===== src/rtl/mips_mem_pkg.sv =====
// Shared data-memory types for the MIPS core.
// Default address/data widths and the buffered store entry.
package mips_mem_pkg;

    localparam int MEM_AW = 32;
    localparam int MEM_DW = 32;

    typedef struct packed {
        logic [MEM_AW-1:0] adr;
        logic [MEM_DW-1:0] data;
    } st_entry_t;

endpackage


===== src/rtl/wb_fwd_match.sv =====
// Youngest-match search over the write buffer entries.
// Ports: i_tag/i_data entries, i_vld valid bits, i_wr_ptr,
//        i_ld_tag load word address; o_hit, o_data result.
import mips_mem_pkg::*;

module wb_fwd_match #(
    parameter int DEPTH = 4,
    parameter int AW    = MEM_AW,
    parameter int DW    = MEM_DW,
    localparam int PW   = $clog2(DEPTH)
) (
    input  logic [AW-3:0]    i_tag [DEPTH],
    input  logic [DW-1:0]    i_data [DEPTH],
    input  logic [DEPTH-1:0] i_vld,
    input  logic [PW-1:0]    i_wr_ptr,
    input  logic [AW-3:0]    i_ld_tag,
    output logic             o_hit,
    output logic [DW-1:0]    o_data
);

    logic [PW-1:0] w_idx;

    // Walk from oldest to youngest so the youngest match wins.
    always_comb begin
        o_hit  = 1'b0;
        o_data = '0;
        w_idx  = '0;
        for (int k = DEPTH - 1; k >= 0; k--) begin
            w_idx = i_wr_ptr - PW'(k + 1);
            if (i_vld[w_idx] && (i_tag[w_idx] == i_ld_tag)) begin
                o_hit  = 1'b1;
                o_data = i_data[w_idx];
            end
        end
    end

endmodule


===== src/rtl/store_write_buffer.sv =====
// Posted-write FIFO between the core store port and memory.
// Ports: memwrite/dataadr/writedata in, stall out; ld_en/ld_adr in,
//        ld_hit/ld_data out; mem_valid/mem_adr/mem_wdata out,
//        mem_ready in; count/empty status.
import mips_mem_pkg::*;

module store_write_buffer #(
    parameter int DEPTH = 4,
    parameter int AW    = MEM_AW,
    parameter int DW    = MEM_DW
) (
    input  logic                   clk,
    input  logic                   reset,
    input  logic                   memwrite,
    input  logic [AW-1:0]          dataadr,
    input  logic [DW-1:0]          writedata,
    output logic                   stall,
    input  logic                   ld_en,
    input  logic [AW-1:0]          ld_adr,
    output logic                   ld_hit,
    output logic [DW-1:0]          ld_data,
    output logic                   mem_valid,
    output logic [AW-1:0]          mem_adr,
    output logic [DW-1:0]          mem_wdata,
    input  logic                   mem_ready,
    output logic [$clog2(DEPTH):0] count,
    output logic                   empty
);

    localparam int PW = $clog2(DEPTH);
    localparam int CW = PW + 1;

    logic [AW-1:0]    r_adr [DEPTH];
    logic [DW-1:0]    r_data [DEPTH];
    logic [DEPTH-1:0] r_vld;
    logic [PW-1:0]    r_wr_ptr;
    logic [PW-1:0]    r_rd_ptr;
    logic [CW-1:0]    r_count;

    logic             w_full;
    logic             w_push;
    logic             w_pop;
    logic             w_hit;
    logic [DW-1:0]    w_fwd;
    logic [DEPTH-1:0] w_vld_nxt;
    logic [AW-3:0]    w_tag [DEPTH];
    logic             w_unused;

    assign w_full    = (r_count == CW'(DEPTH));
    assign empty     = (r_count == '0);
    assign mem_valid = ~empty;
    assign w_pop     = mem_valid & mem_ready;
    assign stall     = w_full & ~w_pop;
    assign w_push    = memwrite & ~stall;
    assign count     = r_count;

    // Head is gated so stale storage never shows while empty.
    assign mem_adr   = empty ? '0 : r_adr[r_rd_ptr];
    assign mem_wdata = empty ? '0 : r_data[r_rd_ptr];

    // Matching ignores the byte offset within the word.
    assign w_unused  = &{1'b0, ld_adr[1:0]};

    always_comb begin
        for (int i = 0; i < DEPTH; i++) begin
            w_tag[i] = r_adr[i][AW-1:2];
        end
    end

    // Clear before set: a full push+pop reuses the head slot.
    always_comb begin
        w_vld_nxt = r_vld;
        if (w_pop) begin
            w_vld_nxt[r_rd_ptr] = 1'b0;
        end
        if (w_push) begin
            w_vld_nxt[r_wr_ptr] = 1'b1;
        end
    end

    always_ff @(posedge clk) begin
        if (w_push) begin
            r_adr[r_wr_ptr]  <= dataadr;
            r_data[r_wr_ptr] <= writedata;
        end
    end

    always_ff @(posedge clk or negedge reset) begin
        if (!reset) begin
            r_wr_ptr <= '0;
            r_rd_ptr <= '0;
            r_count  <= '0;
            r_vld    <= '0;
        end else begin
            if (w_push) begin
                r_wr_ptr <= r_wr_ptr + PW'(1);
            end
            if (w_pop) begin
                r_rd_ptr <= r_rd_ptr + PW'(1);
            end
            r_count <= r_count + CW'(w_push) - CW'(w_pop);
            r_vld   <= w_vld_nxt;
        end
    end

    wb_fwd_match #(
        .DEPTH (DEPTH),
        .AW    (AW),
        .DW    (DW)
    ) u_fwd (
        .i_tag    (w_tag),
        .i_data   (r_data),
        .i_vld    (r_vld),
        .i_wr_ptr (r_wr_ptr),
        .i_ld_tag (ld_adr[AW-1:2]),
        .o_hit    (w_hit),
        .o_data   (w_fwd)
    );

    assign ld_hit  = ld_en & w_hit;
    assign ld_data = (ld_en & w_hit) ? w_fwd : '0;

endmodule


===== config.mk =====
export PLATFORM = sky130hd
export DESIGN_NAME = store_write_buffer
export DESIGN_NICKNAME = d
export VERILOG_FILES = /design/src/rtl/mips_mem_pkg.sv /design/src/rtl/wb_fwd_match.sv /design/src/rtl/store_write_buffer.sv
export SDC_FILE = /design/constraint.sdc
export NUM_CORES = 1
export LEC_CHECK = 0
export BUFFER_PORTS_ARGS = -buffer_cell sky130_fd_sc_hd__buf_2
export CAP_MARGIN = 5
export CORE_MARGIN = 2
export CORE_UTILIZATION = 35
export CTS_BUF_LIST = sky130_fd_sc_hd__clkbuf_4 sky130_fd_sc_hd__clkbuf_8
export DETAILED_ROUTE_END_ITERATION = 12
export PLACE_DENSITY_LB_ADDON = 0.25
export SLEW_MARGIN = 20
export SYNTH_ARGS = -nofsm -noshare
export SYNTH_HDL_FRONTEND = slang
export SYNTH_HIERARCHICAL = 1
export SYNTH_SLANG_ARGS = --single-unit
export TNS_END_PERCENT = 30

===== constraint.sdc =====
create_clock -name clk -period 3.59 [get_ports clk]
set_clock_uncertainty 0.15 [all_clocks]
set_input_delay 0.359 -clock clk [delete_from_list [all_inputs] [get_ports clk]]
set_output_delay 0.359 -clock clk [all_outputs]
set_load 0.05 [all_outputs]

## After elaboration in Yosys (flattened, before gate mapping)

Memories as Yosys holds them, arrays and structs flattened.
Cells that the tools add are included.
W data, S select, Z words.

| operators by class | value |
|---|---|
| reductions and logical operators | 8 |
| muxes and demuxes | 57 |
| bitwise gates (word level) | 15 |
| add/sub/neg operators | 7 |
| order comparisons | 13 |
| equal/unequal tests | 5 |

Operator list:

| operator | number |
|---|---|
| $mux W32 | 18 |
| $bmux W32 S2 | 5 |
| $bmux W30 S2 | 4 |
| $mux W30 | 8 |
| $bwmux W128 | 1 |
| $eq A30 B30 Y1 | 4 |
| $demux W32 S2 | 1 |
| $ge A3 B3 Y1 const B | 5 |
| $lt A2 B3 Y1 const B | 5 |
| $not A2 Y3 | 5 |
| $mux W1 | 12 |
| $bmux W1 S2 | 4 |
| $mux W4 | 2 |
| $logic_and A1 B1 Y1 | 7 |
| $add A2 B1 Y2 const B | 2 |
| $and A1 B1 Y1 | 4 |
| $and A4 B4 Y4 | 1 |
| $demux W1 S2 | 2 |
| $ge A2 B1 Y1 const B | 2 |
| $not A4 Y4 | 1 |
| $or A4 B4 Y4 | 1 |
| $sub A2 B2 Y2 const B | 2 |
| $add A3 B1 Y3 | 1 |
| $eq A3 B3 Y1 const B | 1 |
| other kinds (5) | 7 |

| storage, ports and cells | value |
|---|---|
| output and inout port bits | 103 |
| flip-flop bits (word level) | 139 |
| memories | 1 |
| logic and storage cells | 114 |
| input bits | 101 |
| RAM bits | 128 |

Memory list:

| memory | depth | bits a word | read ports | clocked after Yosys merged registers in | write ports | line | RTL |
|---|---|---|---|---|---|---|---|
| r_adr | 4 | 32 | 5 | 0 | 1 | store_write_buffer.sv:33 | `logic [AW-1:0] r_adr [DEPTH];` |

## Longest topological paths before layout

| depth | value |
|---|---|
| depth after elaboration | 12 |
| mapped depth | 18 |
| gate-level depth less buffers | 10 |

## Modules after synthesis

Netlist, hierarchy kept.

By module, submodules not included:

| module | area an instance (um2) | cells each | seq. area each (um2) | instances |
|---|---|---|---|---|
| store_write_buffer | 10,525.1 | 500 | 7,962.6 | 1 |
| wb_fwd_match | 7,867.5 | 1,020 | 0.0 | 1 |

## Least setup slack after synthesis

Ideal clock, no wire load.

| path | value |
|---|---|
| path type | reg2out |
| start | register r_wr_ptr[0] |
| end | output ld_data[21] |
| stages on the path, launching flop included | 14 |
| buffers on the path | 4 |
| data required time | 3,081 ps |
| data arrival time | 3,596 ps |
| setup slack | -515 ps |
| cell sequence | dfrtp_1 buf_4 buf_2 buf_1 mux4_2 xnor2_1 nand4_1 nor4_1 and4_1 o21bai_2 buf_6 a2111o_1 a31oi_1 and3_1 |

| between the ends | value |
|---|---|
| elaborated cells on any way between the ends | 57 |
| classes of those cells | add/sub: 3; eq/ne: 4; mux: 41; bitwise: 5; reduce/logical: 4 |

RTL lines:

| element | line | RTL |
|---|---|---|
| from (decl) | store_write_buffer.sv:36 | `logic [PW-1:0] r_wr_ptr;` |
| from (signal assigned) | store_write_buffer.sv:96 | `r_wr_ptr <= r_wr_ptr + PW'(1);` |
| $sub A2 B2 Y2 / $not A2 Y3 (equally long branches) | wb_fwd_match.sv:29, wb_fwd_match.sv:30, wb_fwd_match.sv:32 |  |
| $not A2 Y3 (implied by the code) / $bmux W30 S2 (equally long branches) | wb_fwd_match.sv:30, wb_fwd_match.sv:32 |  |
| $bmux W30 S2 / $mux W30 (equally long branches) | wb_fwd_match.sv:30 | `if (i_vld[w_idx] && (i_tag[w_idx] == i_ld_tag)) begin` |
| $mux W30 (implied by the code) | wb_fwd_match.sv:30 |  |
| $mux W30 (implied by the code) / $eq A30 B30 Y1 (equally long branches) | wb_fwd_match.sv:30 |  |
| $eq A30 B30 Y1 / $logic_and A1 B1 Y1 (equally long branches) | wb_fwd_match.sv:30 |  |
| $logic_and A1 B1 Y1 / $mux W32 (equally long branches) | wb_fwd_match.sv:30 |  |
| $mux W32 (2 in series) | wb_fwd_match.sv:30 |  |
| $mux W32 (*) | wb_fwd_match.sv:30 |  |
| net w_fwd[21] | store_write_buffer.sv:44 | `logic [DW-1:0] w_fwd;` |
| $mux W32 (*) | store_write_buffer.sv:121 | `assign ld_data = (ld_en & w_hit) ? w_fwd : '0;` |
| to (decl) | store_write_buffer.sv:21 | `output logic [DW-1:0] ld_data,` |

Mark *: on every way through the listed nets, which the timed path passes. The rest lies on a longest branch. The select of a mux whose other input is x is not followed.

## Worst setup path in the final report

| path | value |
|---|---|
| start | register r_wr_ptr[1] |
| end | output ld_data[15] |

Same word-level chain as after synthesis.

==> qor.yml <==
worst_r2r_path_depth: 7
ios: 204
hold_class: "in2reg"
powerDensity_nw_per_um2: 848
max_cap_violations: 0
yosys_register_bits: 267
vias: 15109
die_w_um: 233
grt_max_degree: 101
slew_headroom_pct: 30.9
reg2reg_to: "r_adr[0][7]"
synth_edf_count: 256
hold_viol_final: 0
core_region_area_um2: 52200
netlist_top_cells_count: "edfxtp_1 (256), mux2i_1 (242), nand2_1 (116)"
seq_area_frac_synth_pct: 43.3
async_reset_ff_share_pct: 4.12
worstMarginPinSlew_ns: 1.04
start_util_pct: 35.2
cts_num_sinks: 267
numCtsBuffers: 49
postRouteAntennaNets: 0
row_count: 84
synth.most_common_cell: "edfxtp_1"
violations: "negative setup slack"
netlist.area_leader.share_pct: 41.8
clock-root-buffer: "clkbuf_8"
drtIter0Drc: 1217
stdcell_count: 2709
postSynthCellCount: 1520
post-place-ws_ns: -0.909
synth_cell_types: 66
tns_ns: -40.35
setup_violations: 33
nets: 2091
syn_to_final_growth_pct: 33.5
avgRoutedWirePerCell_um: 23.5
grt_pass1_vias: 15350
netlist_top_cells_area: "edfxtp_1 (42%), mux2i_1 (13%), mux4_2 (12%)"
crit_path_end: "ld_data[15]"
p_leak_nw: 9.56
r2r-start: "r_wr_ptr[1]"
dr.pass1.iters: 5
io_buffers: 201
fillCellCount: 4793
worstPathArrival_ns: 4.44
slew_violations: 0
outcome: "finished with violations"
period_share_pct: 138
ys_warn_count: 6
viasPerCell: 5.58
required_ns: 3.08
worst_setup_path_end_kind: "output pin"
clk_latency_ns: 0.65
ir_drop_mv: 0.850
grt_pass1_wl_mm: 94.8
dp_hpwl_mm: 45.9
crit_start: "r_wr_ptr[1]"
drive_gt1_share_pct: 39.1
drc_errors: 0
synth.avg_cell_area_um2: 12.1
die-area_um2: 54400
routabilityCongestion: 0.950
worstSetupPathType: "reg2out"
cp-start-kind: "flip-flop"
antenna_found_initial: 4
clock.fmax_ghz: 0.202
clockBufferDepth: 3
final_core_util_pct: 47.0
track_usage_pct: 23.2
synth_top_cell_by_area: "edfxtp_1"
fin_ws_ns: -1.36
synth_area_um2: 18400
rsz0062_at_grt: "yes"
dp_cells: 2544
clk_pin_slew_worst_paths_ns: 0.07
r2r_slack_ns: 0.62
wirelength_mm: 63.6
grt-ovfl-total: 0
min_period_ns: 4.95
die_y_um: 233
syn_nets: 1632
htreeDepth: 2
cp_max_fo: 13
cts_tree: "done"
synth_ff_type: "edfxtp_1"
[how the worst min path moves through the flow]
stage                     cells after the start       end     start  slack [ns]
final                                         4  r_vld[3]  memwrite        0.16
after floorplan                               0  count[0]     reset       -0.09
after detailed placement                      1  count[2]     reset        0.14
after CTS                                     4  r_vld[3]  memwrite        0.11
after global placement                        1  count[1]     reset        0.14
after global routing                          4  r_vld[3]  memwrite        0.17
[report_power, final]
part | internal, mW | leakage [nW] | switching [mW]
logic | 5.42 | 6.58 | 7.82
registers | 4.16 | 2.47 | 0.553
clock network | 1.49 | 0.502 | 1.39
[cells in the final DEF, fill, tap and decap left out, types with 8 or more instances in the layout]
cell,count
clkbuf_8,49
and3_1,30
xnor2_1,81
mux2_2,20
mux4_2,95
clkinv_1,10
clkinv_2,13
nand3_1,30
edfxtp_1,256
buf_2,168
o31ai_1,15
buf_6,17
a21oi_1,29
o31a_1,17
mux2i_1,228
nor3b_1,16
clkbuf_4,13
o21ai_0,33
inv_1,19
nand2_1,116
nand4_1,29
buf_12,30
o22ai_1,13
a31oi_1,14
dlygate4sd3_1,67
xor2_1,19
buf_4,242
and3_4,31
a211oi_2,17
a2111o_1,16
nor2_1,37
o211ai_1,8
buf_8,25
mux2i_2,11
ha_1,10
and2_1,67
[stage by stage]
step | area [µm²] | hold WS [ns] | total power, mW
after floorplan | 18600 | -0.0866 | 13.4
after global placement | 22100 | 0.144 | 17.4
after detailed placement | 22100 | 0.142 | 17.5
after CTS | 24100 | 0.110 | 20.6
after global routing | 24600 | 0.169 | 21.9
final | 24600 | 0.156 | 20.8
[sequential cells by signal (all words and copies together) (netlist names)]
signal	cells
r_adr	128
r_wr_ptr	2
r_rd_ptr	2
r_vld	4
count	3
r_data	128
[cell type report]
| class | instances | area (µm²) | area share [%] |
|---|---|---|---|
| multi-input cells | 1091 | 10200 | 41.5 |
| flip-flops and latches | 267 | 7980 | 32.5 |
| repair buffers | 550 | 4500 | 18.3 |
| well taps | 688 | 861 | 3.51 |
| clock buffers | 61 | 764 | 3.11 |
| clock inverters | 29 | 183 | 0.744 |
| inverters | 20 | 80.1 | 0.326 |
| diodes | 3 | 7.51 | 0.0306 |
[per-layer routing]
layer | track usage, % | part of all wire, % | vias up | wire, µm
li1 | - | - | 6836 | -
met1 | 31.3 | 44 | 7624 | 28200
met2 | 38.1 | 47 | 514 | 29800
met3 | 3.33 | 5.2 | 131 | 3290
met4 | 7.70 | 3.5 | 4 | 2220
met5 | 0 | 0.039 | - | 25
[worst max-delay path: stages (launching register included)]
cell and delay, ns:
dfrtp_4 0.52, buf_12 0.17, buf_4 0.16, mux2i_1 0.11, buf_4 0.16, a221oi_1 0.30, o2111a_1 0.30, nand4_1 0.19
nor3_4 0.28, and2_4 0.30, xnor2_4 0.10, buf_12 0.20, a2111o_1 0.36, a31oi_1 0.25, and3_4 0.24, buf_8 0.14
[kinds of logic after synthesis]
logic type | count (synthesis) | share of synthesized area, %
AOI/OAI and AO/OA | 215 | 8.55
adders and majority gates | 11 | 0.789
DFF | 267 | 43.3
and+or+nand+nor | 399 | 11.5
buffers and inverters | 162 | 4.48
muxes | 361 | 26.4
xor gates and xnor gates | 105 | 5.00
[timing repair]
| action | CTS | global route |
|---|---|---|
| buffers inserted | 2 | 3 |
| pin swaps | 17 | 32 |
| hold buffers | 67 | 0 |
| endpoints found under the setup margin | 33 | 33 |
| resized for setup | 105 | 82 |
| cloned | 0 | 0 |
| hold endpoints to repair | 272 | 0 |
No activity file was read; power rests on OpenSTA's default activity.
